--- config.mk ---
export PLATFORM = sky130hd
export DESIGN_NAME = stream_to_axi_demux_flat
export DESIGN_NICKNAME = d
export VERILOG_FILES = /design/src/rtl/axi_stream_chan_pkg.sv /design/src/rtl/stream_to_axi_demux_if.sv /design/src/rtl/axis_chan_skid.sv /design/src/rtl/stream_to_axi_demux.sv /design/src/flat_wrapper.sv
export SDC_FILE = /design/constraint.sdc
export NUM_CORES = 1
export LEC_CHECK = 0
export ABC_AREA = 1
export CAP_MARGIN = 0
export CORE_AREA = 2 2 193 195
export CTS_BUF_LIST = sky130_fd_sc_hd__clkbuf_16
export CTS_CLUSTER_DIAMETER = 120
export CTS_CLUSTER_SIZE = 14
export DETAILED_ROUTE_END_ITERATION = 7
export DIE_AREA = 0 0 195 197
export PLACE_DENSITY = 0.71
export SLEW_MARGIN = 20
export SYNTH_ARGS = -nofsm -noshare
export SYNTH_HDL_FRONTEND = slang
export SYNTH_SLANG_ARGS = --single-unit
export TNS_END_PERCENT = 30
--- constraint.sdc ---
create_clock -name aclk -period 6.9 [get_ports aclk]
set_clock_uncertainty 0.1 [all_clocks]
set_input_delay 1.035 -clock aclk [delete_from_list [all_inputs] [get_ports aclk]]
set_output_delay 1.035 -clock aclk [all_outputs]
set_load 0.05 [all_outputs]
--- src/rtl/axi_stream_chan_pkg.sv ---
// rtl/axi_stream_chan_pkg.sv - channel tags, payload widths and layouts shared by both ends of the AXI-to-stream bridge
package axi_stream_chan_pkg;

    typedef enum logic [2:0] {
        CH_AR = 3'd0,
        CH_AW = 3'd1,
        CH_R  = 3'd2,
        CH_W  = 3'd3,
        CH_B  = 3'd4
    } chan_e;

    localparam int ADDR_W_DEF = 32;
    localparam int DATA_W_DEF = 32;
    localparam int ID_W_DEF   = 4;
    localparam int AXLEN_W    = 8;
    localparam int AXSIZE_W   = 3;
    localparam int AXBURST_W  = 2;
    localparam int RESP_W     = 2;

    function automatic int ax_width(input int id_w, input int addr_w);
        return id_w + addr_w + AXLEN_W + AXSIZE_W + AXBURST_W;
    endfunction

    function automatic int w_width(input int data_w);
        return data_w + data_w / 8 + 1;
    endfunction

    function automatic int r_width(input int id_w, input int data_w);
        return id_w + data_w + RESP_W + 1;
    endfunction

    function automatic int b_width(input int id_w);
        return id_w + RESP_W;
    endfunction

    function automatic int max_payload(input int id_w, input int addr_w, input int data_w);
        int m;
        m = ax_width(id_w, addr_w);
        if (w_width(data_w) > m)       m = w_width(data_w);
        if (r_width(id_w, data_w) > m) m = r_width(id_w, data_w);
        if (b_width(id_w) > m)         m = b_width(id_w);
        return m;
    endfunction

    // Packed layouts at the default widths; the first field listed is the MSB.
    typedef struct packed {
        logic [AXBURST_W-1:0]  burst;
        logic [AXSIZE_W-1:0]   size;
        logic [AXLEN_W-1:0]    len;
        logic [ADDR_W_DEF-1:0] addr;
        logic [ID_W_DEF-1:0]   id;
    } ar_t;

    typedef struct packed {
        logic                    last;
        logic [DATA_W_DEF/8-1:0] strb;
        logic [DATA_W_DEF-1:0]   data;
    } w_t;

    typedef struct packed {
        logic                  last;
        logic [RESP_W-1:0]     resp;
        logic [DATA_W_DEF-1:0] data;
        logic [ID_W_DEF-1:0]   id;
    } r_t;

    typedef struct packed {
        logic [RESP_W-1:0]   resp;
        logic [ID_W_DEF-1:0] id;
    } b_t;

endpackage

--- src/rtl/stream_to_axi_demux_if.sv ---
// rtl/stream_to_axi_demux_if.sv - tagged input stream plus the five rebuilt AXI4 channels
interface stream_to_axi_demux_if #(
    parameter int ADDR_W  = 32,
    parameter int DATA_W  = 32,
    parameter int ID_W    = 4,
    parameter int TDATA_W = 64
);
    logic               s_axis_tvalid;
    logic               s_axis_tready;
    logic [TDATA_W-1:0] s_axis_tdata;
    logic [2:0]         s_axis_tdest;

    logic              m_ar_valid, m_ar_ready;
    logic [ID_W-1:0]   m_ar_id;
    logic [ADDR_W-1:0] m_ar_addr;
    logic [7:0]        m_ar_len;
    logic [2:0]        m_ar_size;
    logic [1:0]        m_ar_burst;

    logic              m_aw_valid, m_aw_ready;
    logic [ID_W-1:0]   m_aw_id;
    logic [ADDR_W-1:0] m_aw_addr;
    logic [7:0]        m_aw_len;
    logic [2:0]        m_aw_size;
    logic [1:0]        m_aw_burst;

    logic                m_w_valid, m_w_ready;
    logic [DATA_W-1:0]   m_w_data;
    logic [DATA_W/8-1:0] m_w_strb;
    logic                m_w_last;

    logic              m_r_valid, m_r_ready;
    logic [ID_W-1:0]   m_r_id;
    logic [DATA_W-1:0] m_r_data;
    logic [1:0]        m_r_resp;
    logic              m_r_last;

    logic            m_b_valid, m_b_ready;
    logic [ID_W-1:0] m_b_id;
    logic [1:0]      m_b_resp;

    modport slave (
        input  s_axis_tvalid, s_axis_tdata, s_axis_tdest,
        output s_axis_tready,
        input  m_ar_ready, m_aw_ready, m_w_ready, m_r_ready, m_b_ready,
        output m_ar_valid, m_ar_id, m_ar_addr, m_ar_len, m_ar_size, m_ar_burst,
        output m_aw_valid, m_aw_id, m_aw_addr, m_aw_len, m_aw_size, m_aw_burst,
        output m_w_valid, m_w_data, m_w_strb, m_w_last,
        output m_r_valid, m_r_id, m_r_data, m_r_resp, m_r_last,
        output m_b_valid, m_b_id, m_b_resp
    );

    modport master (
        output s_axis_tvalid, s_axis_tdata, s_axis_tdest,
        input  s_axis_tready,
        output m_ar_ready, m_aw_ready, m_w_ready, m_r_ready, m_b_ready,
        input  m_ar_valid, m_ar_id, m_ar_addr, m_ar_len, m_ar_size, m_ar_burst,
        input  m_aw_valid, m_aw_id, m_aw_addr, m_aw_len, m_aw_size, m_aw_burst,
        input  m_w_valid, m_w_data, m_w_strb, m_w_last,
        input  m_r_valid, m_r_id, m_r_data, m_r_resp, m_r_last,
        input  m_b_valid, m_b_id, m_b_resp
    );
endinterface

--- src/rtl/axis_chan_skid.sv ---
// rtl/axis_chan_skid.sv - 2-entry per-channel FIFO with occupancy output and synchronous flush
module axis_chan_skid #(
    parameter int W = 8
) (
    input  logic         clk,
    input  logic         resetn,
    input  logic         flush_i,
    input  logic         push_i,
    input  logic [W-1:0] data_i,
    input  logic         pop_i,
    output logic         valid_o,
    output logic [W-1:0] data_o,
    output logic [1:0]   count_o
);
    logic [W-1:0] mem_q [2];
    logic         wr_ptr_q, rd_ptr_q;
    logic [1:0]   count_q, count_d;
    logic         do_push, do_pop;

    // A full FIFO refuses a push even when it pops in the same cycle.
    assign do_push = push_i && (count_q != 2'd2);
    assign do_pop  = pop_i && (count_q != 2'd0);

    always_comb begin
        count_d = count_q;
        if (do_push && !do_pop)      count_d = count_q + 2'd1;
        else if (!do_push && do_pop) count_d = count_q - 2'd1;
    end

    always_ff @(posedge clk) begin
        if (!resetn || flush_i) begin
            count_q  <= 2'd0;
            wr_ptr_q <= 1'b0;
            rd_ptr_q <= 1'b0;
        end else begin
            if (do_push) begin
                mem_q[wr_ptr_q] <= data_i;
                wr_ptr_q        <= ~wr_ptr_q;
            end
            if (do_pop) rd_ptr_q <= ~rd_ptr_q;
            count_q <= count_d;
        end
    end

    assign valid_o = (count_q != 2'd0);
    assign data_o  = mem_q[rd_ptr_q];
    assign count_o = count_q;
endmodule

--- src/rtl/stream_to_axi_demux.sv ---
// rtl/stream_to_axi_demux.sv - splits a TDEST-tagged stream back into independent AR/AW/R/W/B channels
module stream_to_axi_demux
    import axi_stream_chan_pkg::*;
#(
    parameter int ADDR_W  = 32,
    parameter int DATA_W  = 32,
    parameter int ID_W    = 4,
    parameter int TDATA_W = 64
) (
    input  logic                  aclk,
    input  logic                  aresetn,
    input  logic                  RESETN_AR,
    input  logic                  RESETN_AW,
    input  logic                  RESETN_R,
    input  logic                  RESETN_W,
    input  logic                  RESETN_B,
    stream_to_axi_demux_if.slave  bus,
    output logic [15:0]           drop_cnt,
    output logic [15:0]           bad_dest_cnt
);
    localparam int AX_W  = ax_width(ID_W, ADDR_W);
    localparam int W_W   = w_width(DATA_W);
    localparam int R_W   = r_width(ID_W, DATA_W);
    localparam int B_W   = b_width(ID_W);
    localparam int MAX_W = max_payload(ID_W, ADDR_W, DATA_W);

    if (TDATA_W < MAX_W) begin : g_tdata_chk
        $error("stream_to_axi_demux: TDATA_W narrower than largest channel payload");
    end else if (TDATA_W > MAX_W) begin : g_tdata_hi
        logic unused_tdata_hi;
        assign unused_tdata_hi = ^bus.s_axis_tdata[TDATA_W-1:MAX_W];
    end

    logic        run_q;
    logic [15:0] drop_cnt_q, drop_cnt_d, bad_cnt_q, bad_cnt_d;
    logic [2:0]  dest;
    logic        dest_ok, accept;
    logic [7:0]  en;
    logic [1:0]  cnt [8];

    logic [1:0]      cnt_ar, cnt_aw, cnt_r, cnt_w, cnt_b;
    logic [AX_W-1:0] ar_q, aw_q;
    logic [W_W-1:0]  w_q;
    logic [R_W-1:0]  r_q;
    logic [B_W-1:0]  b_q;

    assign dest    = bus.s_axis_tdest;
    assign dest_ok = (dest <= 3'd4);
    assign en      = {3'b000, RESETN_B, RESETN_W, RESETN_R, RESETN_AW, RESETN_AR};

    always_comb begin
        for (int i = 0; i < 8; i++) cnt[i] = 2'd0;
        cnt[CH_AR] = cnt_ar;
        cnt[CH_AW] = cnt_aw;
        cnt[CH_R]  = cnt_r;
        cnt[CH_W]  = cnt_w;
        cnt[CH_B]  = cnt_b;
    end

    // Ready looks only at the head beat's own channel, so one stalled channel never blocks the others.
    assign bus.s_axis_tready = run_q && (!dest_ok || !en[dest] || (cnt[dest] != 2'd2));
    assign accept            = bus.s_axis_tvalid && bus.s_axis_tready;

    always_comb begin
        drop_cnt_d = drop_cnt_q;
        bad_cnt_d  = bad_cnt_q;
        if (accept && dest_ok && !en[dest] && (drop_cnt_q != 16'hFFFF))
            drop_cnt_d = drop_cnt_q + 16'd1;
        if (accept && !dest_ok && (bad_cnt_q != 16'hFFFF))
            bad_cnt_d = bad_cnt_q + 16'd1;
    end

    always_ff @(posedge aclk) begin
        if (!aresetn) begin
            run_q      <= 1'b0;
            drop_cnt_q <= 16'd0;
            bad_cnt_q  <= 16'd0;
        end else begin
            run_q      <= 1'b1;
            drop_cnt_q <= drop_cnt_d;
            bad_cnt_q  <= bad_cnt_d;
        end
    end

    assign drop_cnt     = drop_cnt_q;
    assign bad_dest_cnt = bad_cnt_q;

    axis_chan_skid #(.W(AX_W)) u_ar (
        .clk(aclk), .resetn(aresetn), .flush_i(!RESETN_AR),
        .push_i(accept && dest == CH_AR && RESETN_AR), .data_i(bus.s_axis_tdata[AX_W-1:0]),
        .pop_i(bus.m_ar_ready), .valid_o(bus.m_ar_valid), .data_o(ar_q), .count_o(cnt_ar)
    );

    axis_chan_skid #(.W(AX_W)) u_aw (
        .clk(aclk), .resetn(aresetn), .flush_i(!RESETN_AW),
        .push_i(accept && dest == CH_AW && RESETN_AW), .data_i(bus.s_axis_tdata[AX_W-1:0]),
        .pop_i(bus.m_aw_ready), .valid_o(bus.m_aw_valid), .data_o(aw_q), .count_o(cnt_aw)
    );

    axis_chan_skid #(.W(R_W)) u_r (
        .clk(aclk), .resetn(aresetn), .flush_i(!RESETN_R),
        .push_i(accept && dest == CH_R && RESETN_R), .data_i(bus.s_axis_tdata[R_W-1:0]),
        .pop_i(bus.m_r_ready), .valid_o(bus.m_r_valid), .data_o(r_q), .count_o(cnt_r)
    );

    axis_chan_skid #(.W(W_W)) u_w (
        .clk(aclk), .resetn(aresetn), .flush_i(!RESETN_W),
        .push_i(accept && dest == CH_W && RESETN_W), .data_i(bus.s_axis_tdata[W_W-1:0]),
        .pop_i(bus.m_w_ready), .valid_o(bus.m_w_valid), .data_o(w_q), .count_o(cnt_w)
    );

    axis_chan_skid #(.W(B_W)) u_b (
        .clk(aclk), .resetn(aresetn), .flush_i(!RESETN_B),
        .push_i(accept && dest == CH_B && RESETN_B), .data_i(bus.s_axis_tdata[B_W-1:0]),
        .pop_i(bus.m_b_ready), .valid_o(bus.m_b_valid), .data_o(b_q), .count_o(cnt_b)
    );

    // Fields are packed LSB first: the ID (or data for W) sits at bit 0.
    assign bus.m_ar_id    = ar_q[ID_W-1:0];
    assign bus.m_ar_addr  = ar_q[ID_W +: ADDR_W];
    assign bus.m_ar_len   = ar_q[ID_W+ADDR_W +: 8];
    assign bus.m_ar_size  = ar_q[ID_W+ADDR_W+8 +: 3];
    assign bus.m_ar_burst = ar_q[ID_W+ADDR_W+11 +: 2];

    assign bus.m_aw_id    = aw_q[ID_W-1:0];
    assign bus.m_aw_addr  = aw_q[ID_W +: ADDR_W];
    assign bus.m_aw_len   = aw_q[ID_W+ADDR_W +: 8];
    assign bus.m_aw_size  = aw_q[ID_W+ADDR_W+8 +: 3];
    assign bus.m_aw_burst = aw_q[ID_W+ADDR_W+11 +: 2];

    assign bus.m_w_data = w_q[DATA_W-1:0];
    assign bus.m_w_strb = w_q[DATA_W +: DATA_W/8];
    assign bus.m_w_last = w_q[DATA_W+DATA_W/8];

    assign bus.m_r_id   = r_q[ID_W-1:0];
    assign bus.m_r_data = r_q[ID_W +: DATA_W];
    assign bus.m_r_resp = r_q[ID_W+DATA_W +: 2];
    assign bus.m_r_last = r_q[ID_W+DATA_W+2];

    assign bus.m_b_id   = b_q[ID_W-1:0];
    assign bus.m_b_resp = b_q[ID_W +: 2];
endmodule

--- src/flat_wrapper.sv ---
// flat-port wrapper written by rule: the top's interface ports become plain ports
module stream_to_axi_demux_flat import axi_stream_chan_pkg::*;
#(
    parameter int ADDR_W  = 32,
    parameter int DATA_W  = 32,
    parameter int ID_W    = 4,
    parameter int TDATA_W = 64
)
  (aclk, aresetn, RESETN_AR, RESETN_AW, RESETN_R, RESETN_W, RESETN_B, drop_cnt, bad_dest_cnt, bus_s_axis_tvalid, bus_s_axis_tdata, bus_s_axis_tdest, bus_s_axis_tready, bus_m_ar_ready, bus_m_aw_ready, bus_m_w_ready, bus_m_r_ready, bus_m_b_ready, bus_m_ar_valid, bus_m_ar_id, bus_m_ar_addr, bus_m_ar_len, bus_m_ar_size, bus_m_ar_burst, bus_m_aw_valid, bus_m_aw_id, bus_m_aw_addr, bus_m_aw_len, bus_m_aw_size, bus_m_aw_burst, bus_m_w_valid, bus_m_w_data, bus_m_w_strb, bus_m_w_last, bus_m_r_valid, bus_m_r_id, bus_m_r_data, bus_m_r_resp, bus_m_r_last, bus_m_b_valid, bus_m_b_id, bus_m_b_resp);
  stream_to_axi_demux_if #(.ADDR_W(ADDR_W), .DATA_W(DATA_W), .ID_W(ID_W), .TDATA_W(TDATA_W)) bus_i ();
  input  logic aclk;
  input  logic aresetn;
  input  logic RESETN_AR;
  input  logic RESETN_AW;
  input  logic RESETN_R;
  input  logic RESETN_W;
  input  logic RESETN_B;
  output logic [15:0] drop_cnt;
  output logic [15:0] bad_dest_cnt;
  input wire logic [$bits(bus_i.s_axis_tvalid)-1:0] bus_s_axis_tvalid;
  input wire logic [$bits(bus_i.s_axis_tdata)-1:0] bus_s_axis_tdata;
  input wire logic [$bits(bus_i.s_axis_tdest)-1:0] bus_s_axis_tdest;
  output wire logic [$bits(bus_i.s_axis_tready)-1:0] bus_s_axis_tready;
  input wire logic [$bits(bus_i.m_ar_ready)-1:0] bus_m_ar_ready;
  input wire logic [$bits(bus_i.m_aw_ready)-1:0] bus_m_aw_ready;
  input wire logic [$bits(bus_i.m_w_ready)-1:0] bus_m_w_ready;
  input wire logic [$bits(bus_i.m_r_ready)-1:0] bus_m_r_ready;
  input wire logic [$bits(bus_i.m_b_ready)-1:0] bus_m_b_ready;
  output wire logic [$bits(bus_i.m_ar_valid)-1:0] bus_m_ar_valid;
  output wire logic [$bits(bus_i.m_ar_id)-1:0] bus_m_ar_id;
  output wire logic [$bits(bus_i.m_ar_addr)-1:0] bus_m_ar_addr;
  output wire logic [$bits(bus_i.m_ar_len)-1:0] bus_m_ar_len;
  output wire logic [$bits(bus_i.m_ar_size)-1:0] bus_m_ar_size;
  output wire logic [$bits(bus_i.m_ar_burst)-1:0] bus_m_ar_burst;
  output wire logic [$bits(bus_i.m_aw_valid)-1:0] bus_m_aw_valid;
  output wire logic [$bits(bus_i.m_aw_id)-1:0] bus_m_aw_id;
  output wire logic [$bits(bus_i.m_aw_addr)-1:0] bus_m_aw_addr;
  output wire logic [$bits(bus_i.m_aw_len)-1:0] bus_m_aw_len;
  output wire logic [$bits(bus_i.m_aw_size)-1:0] bus_m_aw_size;
  output wire logic [$bits(bus_i.m_aw_burst)-1:0] bus_m_aw_burst;
  output wire logic [$bits(bus_i.m_w_valid)-1:0] bus_m_w_valid;
  output wire logic [$bits(bus_i.m_w_data)-1:0] bus_m_w_data;
  output wire logic [$bits(bus_i.m_w_strb)-1:0] bus_m_w_strb;
  output wire logic [$bits(bus_i.m_w_last)-1:0] bus_m_w_last;
  output wire logic [$bits(bus_i.m_r_valid)-1:0] bus_m_r_valid;
  output wire logic [$bits(bus_i.m_r_id)-1:0] bus_m_r_id;
  output wire logic [$bits(bus_i.m_r_data)-1:0] bus_m_r_data;
  output wire logic [$bits(bus_i.m_r_resp)-1:0] bus_m_r_resp;
  output wire logic [$bits(bus_i.m_r_last)-1:0] bus_m_r_last;
  output wire logic [$bits(bus_i.m_b_valid)-1:0] bus_m_b_valid;
  output wire logic [$bits(bus_i.m_b_id)-1:0] bus_m_b_id;
  output wire logic [$bits(bus_i.m_b_resp)-1:0] bus_m_b_resp;
  assign bus_i.s_axis_tvalid = bus_s_axis_tvalid;
  assign bus_i.s_axis_tdata = bus_s_axis_tdata;
  assign bus_i.s_axis_tdest = bus_s_axis_tdest;
  assign bus_s_axis_tready = bus_i.s_axis_tready;
  assign bus_i.m_ar_ready = bus_m_ar_ready;
  assign bus_i.m_aw_ready = bus_m_aw_ready;
  assign bus_i.m_w_ready = bus_m_w_ready;
  assign bus_i.m_r_ready = bus_m_r_ready;
  assign bus_i.m_b_ready = bus_m_b_ready;
  assign bus_m_ar_valid = bus_i.m_ar_valid;
  assign bus_m_ar_id = bus_i.m_ar_id;
  assign bus_m_ar_addr = bus_i.m_ar_addr;
  assign bus_m_ar_len = bus_i.m_ar_len;
  assign bus_m_ar_size = bus_i.m_ar_size;
  assign bus_m_ar_burst = bus_i.m_ar_burst;
  assign bus_m_aw_valid = bus_i.m_aw_valid;
  assign bus_m_aw_id = bus_i.m_aw_id;
  assign bus_m_aw_addr = bus_i.m_aw_addr;
  assign bus_m_aw_len = bus_i.m_aw_len;
  assign bus_m_aw_size = bus_i.m_aw_size;
  assign bus_m_aw_burst = bus_i.m_aw_burst;
  assign bus_m_w_valid = bus_i.m_w_valid;
  assign bus_m_w_data = bus_i.m_w_data;
  assign bus_m_w_strb = bus_i.m_w_strb;
  assign bus_m_w_last = bus_i.m_w_last;
  assign bus_m_r_valid = bus_i.m_r_valid;
  assign bus_m_r_id = bus_i.m_r_id;
  assign bus_m_r_data = bus_i.m_r_data;
  assign bus_m_r_resp = bus_i.m_r_resp;
  assign bus_m_r_last = bus_i.m_r_last;
  assign bus_m_b_valid = bus_i.m_b_valid;
  assign bus_m_b_id = bus_i.m_b_id;
  assign bus_m_b_resp = bus_i.m_b_resp;
  stream_to_axi_demux #(.ADDR_W(ADDR_W), .DATA_W(DATA_W), .ID_W(ID_W), .TDATA_W(TDATA_W)) u_core (.aclk(aclk), .aresetn(aresetn), .RESETN_AR(RESETN_AR), .RESETN_AW(RESETN_AW), .RESETN_R(RESETN_R), .RESETN_W(RESETN_W), .RESETN_B(RESETN_B), .bus(bus_i), .drop_cnt(drop_cnt), .bad_dest_cnt(bad_dest_cnt));
endmodule
* After elaboration in Yosys (flattened, before gate mapping)
Memory sizes are Yosys's and may differ from the RTL's. A register that Yosys moved wholly into a read port is not among the register bits.
Index checks and enable logic that the tools add are counted.
** Cells by class
- Add/sub/neg operators :: 12
- $mul :: 0
- Divide/modulo/power cells :: 0
- Order comparisons :: 3
- Equal/unequal tests :: 12
- Shift operators :: 0
- Muxes and demuxes :: 41
- Bitwise operators :: 11
- Reduce and logical (&&, ||, !) cells :: 73
** Operators with widths (number)
- logical AND 1 bit :: 37
- adder 16 x 1 -> 16 bit (second input constant) :: 2
- != test 16 bit (second input constant) :: 2
- two-way mux 1 bit :: 27
- two-way mux 2 bit :: 12
- nonzero test 2 bit :: 10
- logical NOT 1 bit :: 18
- != test 2 bit (second input constant) :: 6
- adder 2 x 1 -> 2 bit (second input constant) :: 5
- NOT 1 bit :: 10
- subtractor 2 x 1 -> 2 bit (second input constant) :: 5
- logical OR 1 bit :: 7
- binary-select mux 2 bit (select 3 bit) :: 1
- equality test 3 x 2 -> 1 bit (second input constant) :: 2
- >= comparator 4 bit (second input constant) :: 1
- < comparator 3 x 4 -> 1 bit (second input constant) :: 1
- NOT 3 -> 4 bit :: 1
- binary-select mux 1 bit (select 3 bit) :: 1
- equality test 3 x 1 -> 1 bit (second input constant) :: 1
- equality test 3 bit (second input constant) :: 1
- <= comparator 3 bit (second input constant) :: 1
- logical NOT 3 bit :: 1
** Storage, ports and cells
- Register bits :: 53
- Bits in latches :: 0
- Memory bits (writable) :: 360
- ROM bits :: 0
- Input port bits :: 80
- Output and inout port bits :: 218
- Word-level logic and storage cells :: 175
- Memories :: 5
** Memories
- u_core.u_ar.mem_q :: depth 2, bits a word 49, read ports 1, clocked after memory_dff 1, wr ports 1, RTL line axis_chan_skid.sv:15 : logic [W-1:0] mem_q [2];
- u_core.u_aw.mem_q :: depth 2, bits a word 49, read ports 1, clocked after memory_dff 1, wr ports 1, RTL line axis_chan_skid.sv:15
- u_core.u_r.mem_q :: depth 2, bits a word 39, read ports 1, clocked after memory_dff 1, wr ports 1, RTL line axis_chan_skid.sv:15
- u_core.u_w.mem_q :: depth 2, bits a word 37, read ports 1, clocked after memory_dff 1, wr ports 1, RTL line axis_chan_skid.sv:15
- u_core.u_b.mem_q :: depth 2, bits a word 6, read ports 1, clocked after memory_dff 1, wr ports 1, RTL line axis_chan_skid.sv:15

* Longest topological paths before layout
- Word-level depth :: 15
- Mapped depth :: 15
- Mapped depth without buffers :: 15

* By module
Synthesis repeated with hierarchy kept, for this count alone.
** Unflattened totals
- Cell total of the unflattened synthesis :: 1096
- Area, all modules :: 16724.8 um2
** Modules (own cells, without submodules)
- axis_chan_skid at u_core.u_ar ... :: instances 2, cells an instance 190, area each 3829.9 um2, sequential area each 3042.9 um2
- axis_chan_skid at u_core.u_r :: instances 1, cells an instance 159, area each 3109.2 um2, sequential area each 2442.3 um2
- axis_chan_skid at u_core.u_w :: instances 1, cells an instance 153, area each 3071.7 um2, sequential area each 2322.2 um2
- stream_to_axi_demux :: instances 1, cells an instance 347, area each 2192.1 um2, sequential area each 660.6 um2
- axis_chan_skid at u_core.u_b :: instances 1, cells an instance 57, area each 691.9 um2, sequential area each 460.4 um2

* Worst setup path before layout
OpenSTA, ideal clock, no wires.
- Path type :: input -> register
- Start :: input bus_s_axis_tdest[1]
- End :: memory u_core.u_ar.mem_q[1][0] in the netlist's numbering, enable pin
- Library setup time :: 0.526 ns
- Arrival time :: 5.466 ns
- Required time :: 6.274 ns
- Slack :: 0.808 ns
- Stages on the path :: 10
- Buffers on the path :: 1
- Cell sequence :: buf_2 > nor2_2 > nand2_1 > nand3_1 > nor2_1 > nand3_2 > nand3_4 > inv_1 > nand2_1 > nor3b_1
** Between the ends
- Longest elaborated chain between the ends :: 14
- Elaborated cells between the ends (all ways) :: 21
- Those cells by class :: order compare: 1; eq/ne: 1; mux: 8; bitwise: 1; reduce/logical: 10
** RTL lines
- from (decl) :: RTL line flat_wrapper.sv:22 : input wire logic [$bits(bus_i.s_axis_tdest)-1:0] bus_s_axis_tdest;
- NOT 3 -> 4 bit (implied by the code) :: RTL line stream_to_axi_demux.sv:61 : assign bus.s_axis_tready = run_q && (!dest_ok || !en[dest] || (cnt[dest] != 2'd2));
- binary-select mux 2 bit (select 3 bit) :: RTL line stream_to_axi_demux.sv:61
- two-way mux 2 bit (implied by the code) (2 in series) :: RTL line stream_to_axi_demux.sv:61
- != test 2 bit :: RTL line stream_to_axi_demux.sv:61
- logical OR 1 bit :: RTL line stream_to_axi_demux.sv:61
- logical AND 1 bit :: RTL line stream_to_axi_demux.sv:61
- logical AND 1 bit :: RTL line stream_to_axi_demux.sv:62 : assign accept = bus.s_axis_tvalid && bus.s_axis_tready;
- logical AND 1 bit * (2 in series) :: RTL line stream_to_axi_demux.sv:90 : .push_i(accept && dest == CH_AR && RESETN_AR), .data_i(bus.s_axis_tdata[AX_W-1:0]),
- logical AND 1 bit * :: RTL line axis_chan_skid.sv:21 : assign do_push = push_i && (count_q != 2'd2);
- two-way mux 1 bit * :: RTL line axis_chan_skid.sv:36 : if (do_push) begin
- two-way mux 1 bit * :: RTL line axis_chan_skid.sv:31 : if (!resetn || flush_i) begin
- two-way mux 1 bit (implied by the code) * :: RTL line axis_chan_skid.sv:37 : mem_q[wr_ptr_q] <= data_i;
- to (decl) :: RTL line axis_chan_skid.sv:15
Mark *: on every way between the ends. The rest lies on a longest branch, timed or not. The select of a mux whose other input is x is not followed.

* Worst setup path after layout
- Start :: input bus_s_axis_tdest[0]
- End :: output bus_s_axis_tready
** Between the ends
- Longest elaborated chain between the ends :: 7
- Elaborated cells between the ends (all ways) :: 13
- Those cells by class :: order compare: 1; eq/ne: 1; mux: 5; bitwise: 1; reduce/logical: 5
** RTL lines
- NOT 3 -> 4 bit (implied by the code) :: RTL line stream_to_axi_demux.sv:61
- binary-select mux 2 bit (select 3 bit) :: RTL line stream_to_axi_demux.sv:61
- two-way mux 2 bit (implied by the code) (2 in series) :: RTL line stream_to_axi_demux.sv:61
- != test 2 bit :: RTL line stream_to_axi_demux.sv:61
- logical OR 1 bit * :: RTL line stream_to_axi_demux.sv:61
- logical AND 1 bit * :: RTL line stream_to_axi_demux.sv:61
- to (decl) :: RTL line flat_wrapper.sv:23 : output wire logic [$bits(bus_i.s_axis_tready)-1:0] bus_s_axis_tready;
Marked as above.

==> flow_results.xml <==
<?xml version="1.0" encoding="UTF-8"?>
<metrics>
  <group name="placement">
    <metric name="replace_congestion" unit="">0.817</metric>
    <metric name="buffer_ports.inserted" unit="">282</metric>
    <metric name="place_hpwl" unit="µm">22500</metric>
    <metric name="dpl.cell_count" unit="">1776</metric>
    <metric name="postPlaceCellArea" unit="µm²">19500</metric>
  </group>
  <group name="global_routing">
    <metric name="grt_start_max_net_pins" unit="">50</metric>
    <metric name="first_global_vias" unit="">9393</metric>
    <metric name="grt_usage" unit="">0.188</metric>
    <metric name="antenna_found_initial" unit="">1</metric>
    <metric name="grt_remaining_overflow" unit="">0</metric>
    <metric name="grt_first_pass_wirelength" unit="µm">55200</metric>
  </group>
  <group name="timing">
    <metric name="tightestPinTransition" unit="ns">1.05</metric>
    <metric name="min_period" unit="ns">4.43</metric>
    <metric name="setup_viol_count_final" unit="">0</metric>
    <metric name="timing_hold_violations_final" unit="">0</metric>
    <metric name="finalCritPeriodShare" unit="">0.643</metric>
    <metric name="setup_tns" unit="ns">0</metric>
    <metric name="rsz0062_at_grt" unit="">false</metric>
    <metric name="maxSlewViolCount" unit="">0</metric>
    <metric name="relSlewSlack" unit="">0.300</metric>
    <metric name="max_freq" unit="MHz">226</metric>
  </group>
  <group name="power">
    <metric name="max-vdd-ir-drop" unit="mV">0.141</metric>
    <metric name="cellLeakagePower" unit="µW">0.00685</metric>
    <metric name="power_density_over_the_cells" unit="nW/µm²">228</metric>
  </group>
  <group name="yosys">
    <metric name="synth_cell_types" unit="">37</metric>
    <metric name="synthesis.yosys.warnings" unit="">0</metric>
    <metric name="synth-main-ff-cell" unit="">edfxtp_1</metric>
    <metric name="syn_nets" unit="">1133</metric>
    <metric name="ys_seq_area_frac" unit="">0.740</metric>
    <metric name="ys_ff_latch" unit="">418</metric>
    <metric name="async_reset_ff_frac" unit="">0</metric>
    <metric name="synth_cells" unit="">1046</metric>
    <metric name="netlist_area_pre_place" unit="µm²">16200</metric>
    <metric name="post_synth.cell_area_avg" unit="µm²">15.5</metric>
    <metric name="synth_enable_flop_cells" unit="">360</metric>
  </group>
  <group name="worst_setup_path">
    <metric name="r2r-end" unit="">u_core.u_aw.mem_q[0][0]</metric>
    <metric name="element_type_at_the_critical_path_start" unit="">primary input</metric>
    <metric name="crit_path_max_fanout" unit="">13</metric>
    <metric name="crit_top_cell" unit="">nand2_1</metric>
    <metric name="worst-endpoint-arrival" unit="ns">3.30</metric>
    <metric name="crit_chain" unit="">clkdlybuf4s50_1, inv_2, nand2_1, nand2_1, nand2_1, nand2_1, nand2_1, nor2_1, nor2_1, clkdlybuf4s50_1</metric>
    <metric name="setup.reg_to_reg.worst_slack" unit="ns">4.07</metric>
    <metric name="cpMaxStageDelayCell" unit="">clkdlybuf4s50_1</metric>
    <metric name="required" unit="ns">5.76</metric>
    <metric name="ff2ff_path_depth" unit="">11</metric>
    <metric name="largest_stage_delay_on_the_critical_path" unit="ns">0.85</metric>
    <metric name="crit_family" unit="">buffers and inverters</metric>
    <metric name="crit_buf_inv" unit="">3</metric>
    <metric name="critical_path.endpoint_type" unit="">output pin</metric>
    <metric name="critPathKind" unit="">in -&gt; out</metric>
    <metric name="reg2reg_from" unit="">u_core.u_aw.count_o[0]</metric>
  </group>
  <group name="drt">
    <metric name="vias" unit="">9342</metric>
    <metric name="post-route-drc-count" unit="">0</metric>
    <metric name="drt.antenna.violating_nets" unit="">0</metric>
    <metric name="dr.first_iter.drc_count" unit="">556</metric>
    <metric name="drtPass1Iterations" unit="">7</metric>
    <metric name="avgViaCountPerCell" unit="">5.12</metric>
    <metric name="drt-wirelength-per-cell" unit="µm">20.2</metric>
    <metric name="routed_wl" unit="µm">36900</metric>
  </group>
  <group name="clock_network">
    <metric name="max-clock-path-buffers" unit="">3</metric>
    <metric name="clock_insertion_delay_worst_skew" unit="ns">0.52</metric>
    <metric name="clock_slew_at_the_register_clock_pins_of_the_worst_setup_and_hold_paths" unit="ns">0.06</metric>
    <metric name="cts_resized" unit="">0</metric>
    <metric name="cts_bufs_inserted" unit="">35</metric>
    <metric name="postCtsSetupRepairBufs" unit="">0</metric>
    <metric name="cts.sinks" unit="">418</metric>
    <metric name="cts-hold-fix-buffers" unit="">0</metric>
    <metric name="cts_tree" unit="">built</metric>
    <metric name="clockRootBuffer" unit="">clkbuf_16</metric>
    <metric name="clock_tree.htree_level_count" unit="">2</metric>
  </group>
  <group name="cells_and_area">
    <metric name="stdcell_area" unit="µm²">20500</metric>
    <metric name="final_cell_mix" unit="">360 x edfxtp_1, 282 x clkdlybuf4s50_1, 180 x mux2_2</metric>
    <metric name="final_cell_count_no_fill" unit="">1826</metric>
    <metric name="fillers" unit="">2890</metric>
    <metric name="seqCellArea" unit="µm²">12000</metric>
    <metric name="area_occupied_by_multi_input_gates" unit="µm²">3850</metric>
    <metric name="layout.nets" unit="">1432</metric>
    <metric name="most_common_cell_after_layout_fill_and_taps_aside" unit="">edfxtp_1</metric>
    <metric name="areaGrowthSynthToFinish" unit="%">26.8</metric>
    <metric name="post-route-util" unit="">0.565</metric>
    <metric name="drive_gt1_frac" unit="">0.190</metric>
  </group>
  <group name="floorplanning">
    <metric name="initial_core_util" unit="">0.446</metric>
    <metric name="dieWidth" unit="µm">195</metric>
    <metric name="ios" unit="">298</metric>
    <metric name="num_rows" unit="">70</metric>
    <metric name="floorplan.die.height" unit="µm">197</metric>
    <metric name="fp.dieArea" unit="µm²">38400</metric>
    <metric name="core_footprint" unit="µm²">36300</metric>
  </group>
  <group name="min_path">
    <metric name="timing.hold.worst_path_depth" unit="">2</metric>
    <metric name="min_path_type" unit="">reg -&gt; reg</metric>
    <metric name="hold_path_end" unit="">u_core.u_aw.rd_ptr_q</metric>
    <metric name="holdCritStartpoint" unit="">u_core.u_aw.rd_ptr_q</metric>
  </group>
  <group name="job">
    <metric name="max_cap_viol_count" unit="">0</metric>
  </group>
  <group name="outcome">
    <metric name="status" unit="">complete, no violations</metric>
  </group>
</metrics>
-- tightest hold or removal path: cells and delay by family, from the launching register on --
kind / cells / cell delay [ns]
DFF: 1 / 0.30
AOI/OAI and AO/OA: 1 / 0.06
buffers and inverters: 1 / 0.08
-- synthesized netlist by cell type (all sizes together) (13+ instances only) --
master	instances	area share
a21oi	41	0.013
buf	18	0.0067
clkbuf	13	0.0030
dfxtp	58	0.072
edfxtp	360	0.67
inv	57	0.013
mux2	180	0.13
nand2	121	0.028
nand3	54	0.018
nor2	66	0.016
o21ai	14	0.0043
xor2	17	0.0092
-- report_power, final --
| part | leakage, µW | switching, µW | internal (µW) |
|---|---|---|---|
| clock | 0.000513 | 834 | 936 |
| sequential | 0.00371 | 4.38 | 2740 |
| combinational | 0.00264 | 90.4 | 57.0 |
| total | 0.00685 | 929 | 3740 |
-- routing by layer --
metal,wire length (µm),up-vias,track usage
li1,-,4398,-
met1,15700,4610,0.240
met2,18100,285,0.325
met3,2620,47,0.0512
met4,534,2,0.0382
met5,16,-,0
-- how the worst max path moves through the flow --
| stage | cells after the start | slack (ns) | startpoint | endpoint |
|---|---|---|---|---|
| after floorplan | 10 | 0.81 | bus_s_axis_tdest[1] | u_core.u_ar.mem_q[1][0] |
| after global placement | 14 | 2.46 | bus_s_axis_tdest[0] | u_core.u_aw.mem_q[0][0] |
| after detailed placement | 14 | 2.44 | bus_s_axis_tdest[0] | u_core.u_aw.mem_q[0][29] |
| after CTS | 10 | 2.46 | bus_s_axis_tdest[0] | bus_s_axis_tready |
| after global routing | 10 | 2.27 | bus_s_axis_tdest[0] | bus_s_axis_tready |
| final | 10 | 2.47 | bus_s_axis_tdest[0] | bus_s_axis_tready |
-- stage by stage --
step                hold slack [ns]  power (µW)  setup WS [ns]
global placement              0.355        2950           2.46
CTS                           0.380        4710           2.46
floorplan                     0.347        2870          0.808
detailed placement            0.370        2950           2.44
global route                  0.387        4810           2.27
finish                        0.380        4670           2.47
-- flip-flops by register name, indices dropped and copies added, names as in the netlist, 12 cells and up, named ones only --
| register | cells |
|---|---|
| u_core.u_aw.mem_q | 98 |
| u_core.u_w.mem_q | 74 |
| u_core.u_ar.mem_q | 98 |
| u_core.bad_dest_cnt | 16 |
| u_core.u_b.mem_q | 12 |
| u_core.u_r.mem_q | 78 |
| u_core.drop_cnt | 16 |
-- cells by family after synthesis --
family,synth area share
DFF,0.740
AOI/OAI and AO/OA,0.0197
muxes,0.125
buffers and inverters,0.0230
and+or+nand+nor,0.0744
xor gates and xnor gates,0.0119
adders and majority gates,0.00542
-- cell type report --
class	instances	share of cell area
multi-input cells	540	0.188
diodes	1	0.000122
repair buffers	293	0.142
well taps	468	0.0286
clock buffers	36	0.0439
inverters	57	0.0104
flip-flops and latches	418	0.584
clock inverters	13	0.00323
(Power assumes the default switching activity.)
